File: src/rtl/row_pad_sequencer.sv
// Row sequencer: top pad beats, strided body rows, bottom pad beats.
// Optional frame counter output enabled by ROW_SEQ_FRAME_CNT_EN.
module row_pad_sequencer #(
  parameter int ROWS    = 640,
  parameter int PAD_TOP = 1,
  parameter int PAD_BOT = 1,
  parameter int CW      = 15
) (
  input  logic          clk,
  input  logic          reset,
  input  logic          start,
  input  logic          stride2,
  input  logic          abort,
  input  logic          row_ready,
  output logic          row_valid,
  output logic [CW-1:0] row_idx,
  output logic          pad_top,
  output logic          pad_bot,
  output logic          last_beat,
  output logic          busy,
  output logic          frame_done
`ifdef ROW_SEQ_FRAME_CNT_EN
  ,
  output logic [15:0]   frame_cnt
`endif
);

  typedef enum logic [2:0] {
    IDLE,
    TOP,
    BODY,
    BOT,
    DONE
  } state_t;

  localparam bit HAS_TOP = (PAD_TOP > 0);
  localparam bit HAS_BOT = (PAD_BOT > 0);
  localparam logic [2:0] TOP_END =
    3'(HAS_TOP ? PAD_TOP - 1 : 0);
  localparam logic [2:0] BOT_END =
    3'(HAS_BOT ? PAD_BOT - 1 : 0);
  localparam logic [CW:0] ROWS_W = (CW+1)'(ROWS);

  state_t        state_q, state_d;
  logic [CW-1:0] idx_q, idx_d;
  logic [2:0]    pad_q, pad_d;
  logic          s2_q, s2_d;

  logic [CW:0]   step;
  logic [CW:0]   nxt;
  logic          body_end;
  logic          top_end;
  logic          bot_end;
  logic          xfer;

  // Beat decode: next index is one bit wider so it never wraps.
  always_comb begin
    step     = {{(CW-1){1'b0}}, s2_q, ~s2_q};
    nxt      = {1'b0, idx_q} + step;
    body_end = (nxt >= ROWS_W);
    top_end  = (pad_q == TOP_END);
    bot_end  = (pad_q == BOT_END);
    row_valid = (state_q == TOP) ||
                (state_q == BODY) ||
                (state_q == BOT);
    pad_top    = (state_q == TOP);
    pad_bot    = (state_q == BOT);
    busy       = (state_q != IDLE);
    frame_done = (state_q == DONE);
    row_idx    = idx_q;
    last_beat  = ((state_q == BOT) && bot_end) ||
                 ((state_q == BODY) && body_end &&
                  !HAS_BOT);
    xfer = row_valid && row_ready;
  end

  // Next state; abort wins over start and transfers.
  always_comb begin
    state_d = state_q;
    idx_d   = idx_q;
    pad_d   = pad_q;
    s2_d    = s2_q;
    if (abort) begin
      state_d = IDLE;
      idx_d   = '0;
      pad_d   = '0;
    end else begin
      unique case (state_q)
        IDLE: begin
          if (start) begin
            state_d = HAS_TOP ? TOP : BODY;
            idx_d   = '0;
            pad_d   = '0;
            s2_d    = stride2;
          end
        end
        TOP: begin
          if (xfer) begin
            if (top_end) begin
              state_d = BODY;
              pad_d   = '0;
            end else begin
              pad_d = pad_q + 3'd1;
            end
          end
        end
        BODY: begin
          if (xfer) begin
            if (body_end) begin
              state_d = HAS_BOT ? BOT : DONE;
            end else begin
              idx_d = nxt[CW-1:0];
            end
          end
        end
        BOT: begin
          if (xfer) begin
            if (bot_end) begin
              state_d = DONE;
            end else begin
              pad_d = pad_q + 3'd1;
            end
          end
        end
        DONE: begin
          state_d = IDLE;
          idx_d   = '0;
          pad_d   = '0;
        end
        default: begin
          state_d = IDLE;
          idx_d   = '0;
          pad_d   = '0;
        end
      endcase
    end
  end

  // State and counter registers.
  always_ff @(posedge clk) begin
    if (reset) begin
      state_q <= IDLE;
      idx_q   <= '0;
      pad_q   <= '0;
      s2_q    <= 1'b0;
    end else begin
      state_q <= state_d;
      idx_q   <= idx_d;
      pad_q   <= pad_d;
      s2_q    <= s2_d;
    end
  end

`ifdef ROW_SEQ_FRAME_CNT_EN
  // Completed-frame counter; aborted frames never reach DONE.
  always_ff @(posedge clk) begin
    if (reset) begin
      frame_cnt <= '0;
    end else if (state_q == DONE) begin
      frame_cnt <= frame_cnt + 16'd1;
    end
  end
`endif

endmodule

File: config.mk
export PLATFORM = sky130hd
export DESIGN_NAME = row_pad_sequencer
export DESIGN_NICKNAME = d
export VERILOG_FILES = /design/src/rtl/row_pad_sequencer.sv
export SDC_FILE = /design/constraint.sdc
export NUM_CORES = 1
export LEC_CHECK = 0
export CORE_MARGIN = 2
export CORE_UTILIZATION = 31
export CTS_CLUSTER_SIZE = 12
export DETAILED_ROUTE_END_ITERATION = 7
export HOLD_SLACK_MARGIN = 0.08
export PLACE_DENSITY = 0.53
export SLEW_MARGIN = 25
export SYNTH_ARGS = -nofsm -noshare
export SYNTH_HDL_FRONTEND = slang
export SYNTH_SLANG_ARGS = --single-unit
File: constraint.sdc
create_clock -name clk -period 2.9 [get_ports clk]
set_input_delay 0.29 -clock clk [delete_from_list [all_inputs] [get_ports clk]]
set_output_delay 0.29 -clock clk [all_outputs]
set_load 0.02 [all_outputs]
==> flow_metrics.tcl <==
set metrics [dict create \
    root_buffer "clkbuf_8" \
    area_delta_synth_final_pct 26.7 \
    ys_ff_latch 22 \
    p_per_area_nw_per_um2 311 \
    end_kind "flip-flop" \
    async_reset_ff_share_pct 0 \
    utilization_pct 40.3 \
    yosys_warnings 0 \
    die_w_um 70.4 \
    worst_pin_slew_ns 0.612 \
    drv_slew 0 \
    vias_per_cell 5.29 \
    cp_max_fo 12 \
    post-route-drc-count 0 \
    die_area_um2 4950 \
    synth_ff_type "dfxtp_1" \
    status "finished, final reports clean" \
    ir_drop_mv 0.127 \
    ff2ff_setup_slack_ns 0.19 \
    drtAntennaViolNets 0 \
    pwr-share-comb_pct 7.9 \
    final-instance-count-excl-fill 248 \
    place.gp.congestion 0.793 \
    timing.setup.tns_ns 0 \
    drt-total-wl_um 3380 \
    seq_area_frac_synth_pct 32.2 \
    synth_edf_count 0 \
    maxSlewHeadroom_pct 59.1 \
    placed_area_um2 1660 \
    post-route-min-period_ns 2.71 \
    ys_types 47 \
    p_int_mw 0.416 \
    dp.cells 241 \
    power_leakage_nw 0.663 \
    power_frac_seq_pct 57.0 \
    critPathArrivalTime_ns 2.92 \
    grt-ovfl-total 0 \
    cts.sinks 22 \
    critPathLaunch "s2_q" \
    cts_tree "done" \
    grt_pass1_vias 1256 \
    io-pin-count 27 \
    fin_nets 209 \
    synth_top_family_by_area "simple AND/OR/NAND/NOR gates" \
    synth_cells 170 \
    max_freq_mhz 369 \
    drt_iter0_markers 47 \
    r2r-end "row_idx[6]" \
    synth-simple-area-share_pct 34.2 \
    p_sw_share_pct 22.7 \
    grt_use_total_pct 14.4 \
    start_util_pct 31.8 \
    drive_above_1_share_pct 9.18 \
    via_count 1311 \
    switching_power_mw 0.122 \
    cts.clk_slew.worst_paths_ns 0.08 \
    core_um2 4290 \
    core.rowCount 24 \
    setup_viol 0 \
    antenna_found_initial 0 \
    syn-num-nets 181 \
    grt_max_degree 16 \
    wire_per_inst_um 13.6 \
    antennaDiodeCount 0 \
    port_buffers 26 \
    clk_latency_ns 0.26 \
    fin_crit_sh_pct 93.5 \
    worstSetupPathType "flip-flop to flip-flop" \
    hold_path_class "flip-flop to flip-flop" \
    r2r-start "s2_q" \
    cp-endpoint "row_idx[6]" \
    netlist_area_um2 1370 \
    cap_viol_max_count 0 \
    muxShareOfSynthArea_pct 2.93 \
    finalHoldViolations 0 \
    h-tree-depth 1 \
    fin_skew_ns 0.00395 \
    syn_area_per_cell_um2 8.04 \
    cp-start-kind "flip-flop" \
    worstRegToRegCells 10 \
    drt_first_pass_iters 4 \
    cts_made_buffers 3 \
    synth-xor-area-share_pct 0.641 \
    grt_pass1_wl_um 5780 \
    synth_compound_area_share_pct 19.6 \
    synth-adder-area-share_pct 5.13 \
    final_area_um2 1730 \
    dieHeight_um 70.4 \
    cp.required_ns 3.11 \
    power_frac_clock_pct 35.1 \
    clockBufferDepth 2 \
    dp_hpwl_um 2460 \
    rsz0062_at_grt "no" \
]
==> cell type report <==
type / count / area [µm²]
clock buffer: 3 / 41.3
sequential: 22 / 440
fill: 447 / 2560
inverter: 8 / 30.0
timing repair buffer: 31 / 298
multi-input combinational: 132 / 857
tap: 52 / 65.1
==> flip-flops by register name (all words and copies together), names as in the netlist <==
signal	cells
pad_q	3
row_idx	15
s2_q	1
state_q	3
==> stage by stage <==
step                      hold slack [ns]  worst slack [ns]  power, mW
after floorplan                     0.362             0.285      0.338
after global placement              0.465             0.164      0.356
after detailed placement            0.473            0.0826      0.357
after CTS                           0.484            0.0510      0.547
after global routing                0.511           0.00835      0.566
final                               0.481             0.190      0.538
==> layout by cell type (no fill, tap or decap), types with 2 or more instances in the layout <==
cell and instances:
nor2b_1 3, a21o_1 3, and4_1 2, inv_1 8, a21oi_1 6, clkdlybuf4s50_1 26, or4_1 5, nand3_1 8
o41ai_1 2, nor4_1 2, nor3_1 6, or2_2 3, clkbuf_8 3, and2_1 6, dfxtp_1 22, nor2_1 17
buf_4 5, ha_1 4, o31a_1 2, nand2_1 20, o211ai_1 6, nand4_1 3, o21ai_0 5, mux2i_1 4
nand2b_1 3
==> what timing repair did <==
item	4_1_cts	5_1_grt
setup endpoints to repair	0	13
buffers inserted	0	4
gates resized for setup	0	1
hold buffers	0	0
==> metal layers <==
layer	routed length [µm]	up-vias	global-route usage, %
li1	-	671	-
met2	1690	19	25.2
met4	25	0	5.13
met3	101	2	2.31
met1	1570	619	17.6
met5	0	-	0
==> worst max-delay path, cell delays in order, from the launching register on <==
cell      delay, ns
dfxtp_1        0.34
inv_1          0.11
ha_1           0.20
inv_1          0.07
fa_2           0.38
nand2b_1       0.21
o41ai_2        0.34
o41a_2         0.22
nand4_4        0.16
or4_1          0.54
nand3_1        0.09
==> cell usage after synthesis (2+ instances only) <==
cell type / number / area, µm²
o41ai_1: 2 / 17.5
and4_1: 2 / 17.5
clkbuf_1: 4 / 15.0
and2_1: 6 / 37.5
o211ai_1: 6 / 45.0
nor3_1: 6 / 30.0
inv_1: 8 / 30.0
nand2_1: 20 / 75.1
nor4_1: 2 / 12.5
dfxtp_1: 22 / 440
nand4_1: 3 / 18.8
mux2i_1: 4 / 40.0
or4_1: 5 / 37.5
nor2_1: 17 / 63.8
or2_2: 3 / 18.8
nor2b_1: 3 / 18.8
o21ai_0: 5 / 25.0
buf_2: 3 / 15.0
o31a_1: 2 / 17.5
a21oi_1: 6 / 30.0
ha_1: 4 / 50.1
a21o_1: 3 / 22.5
nand2b_1: 3 / 18.8
nand3_1: 8 / 40.0
==> worst min-delay path by stage <==
| stage | depth (start not counted) | slack [ns] | end | from |
|---|---|---|---|---|
| 2_1_floorplan | 1 | 0.36 | s2_q | reset |
| 3_3_place_gp | 2 | 0.46 | pad_q[1] | pad_q[1] |
| 3_5_place_dp | 2 | 0.47 | pad_q[1] | pad_q[1] |
| 4_1_cts | 2 | 0.48 | pad_q[1] | pad_q[1] |
| 5_1_grt | 2 | 0.51 | pad_q[1] | pad_q[1] |
| 6_report | 2 | 0.48 | pad_q[1] | pad_q[1] |
==> cells by family (layout without fill, tap and decap cells) <==
| kind of cell | Yosys count | after routing |
|---|---|---|
| compound gates | 36 | 36 |
| fa+ha+maj | 5 | 5 |
| flops | 22 | 22 |
| mux | 4 | 4 |
| xor+xnor | 1 | 1 |
| simple gates | 86 | 86 |
| buf+inv | 16 | 42 |
==> power by group through the flow <==
| stage | logic [mW] | clock network [mW] | registers (mW) |
|---|---|---|---|
| after floorplan | 0.0265 | 0 | 0.311 |
| after global placement | 0.0425 | 0 | 0.314 |
| after detailed placement | 0.0430 | 0 | 0.314 |
| after CTS | 0.0432 | 0.197 | 0.307 |
| after global routing | 0.0469 | 0.212 | 0.307 |
| final | 0.0426 | 0.189 | 0.307 |
Note: power is estimated with default switching activity, not from simulation.
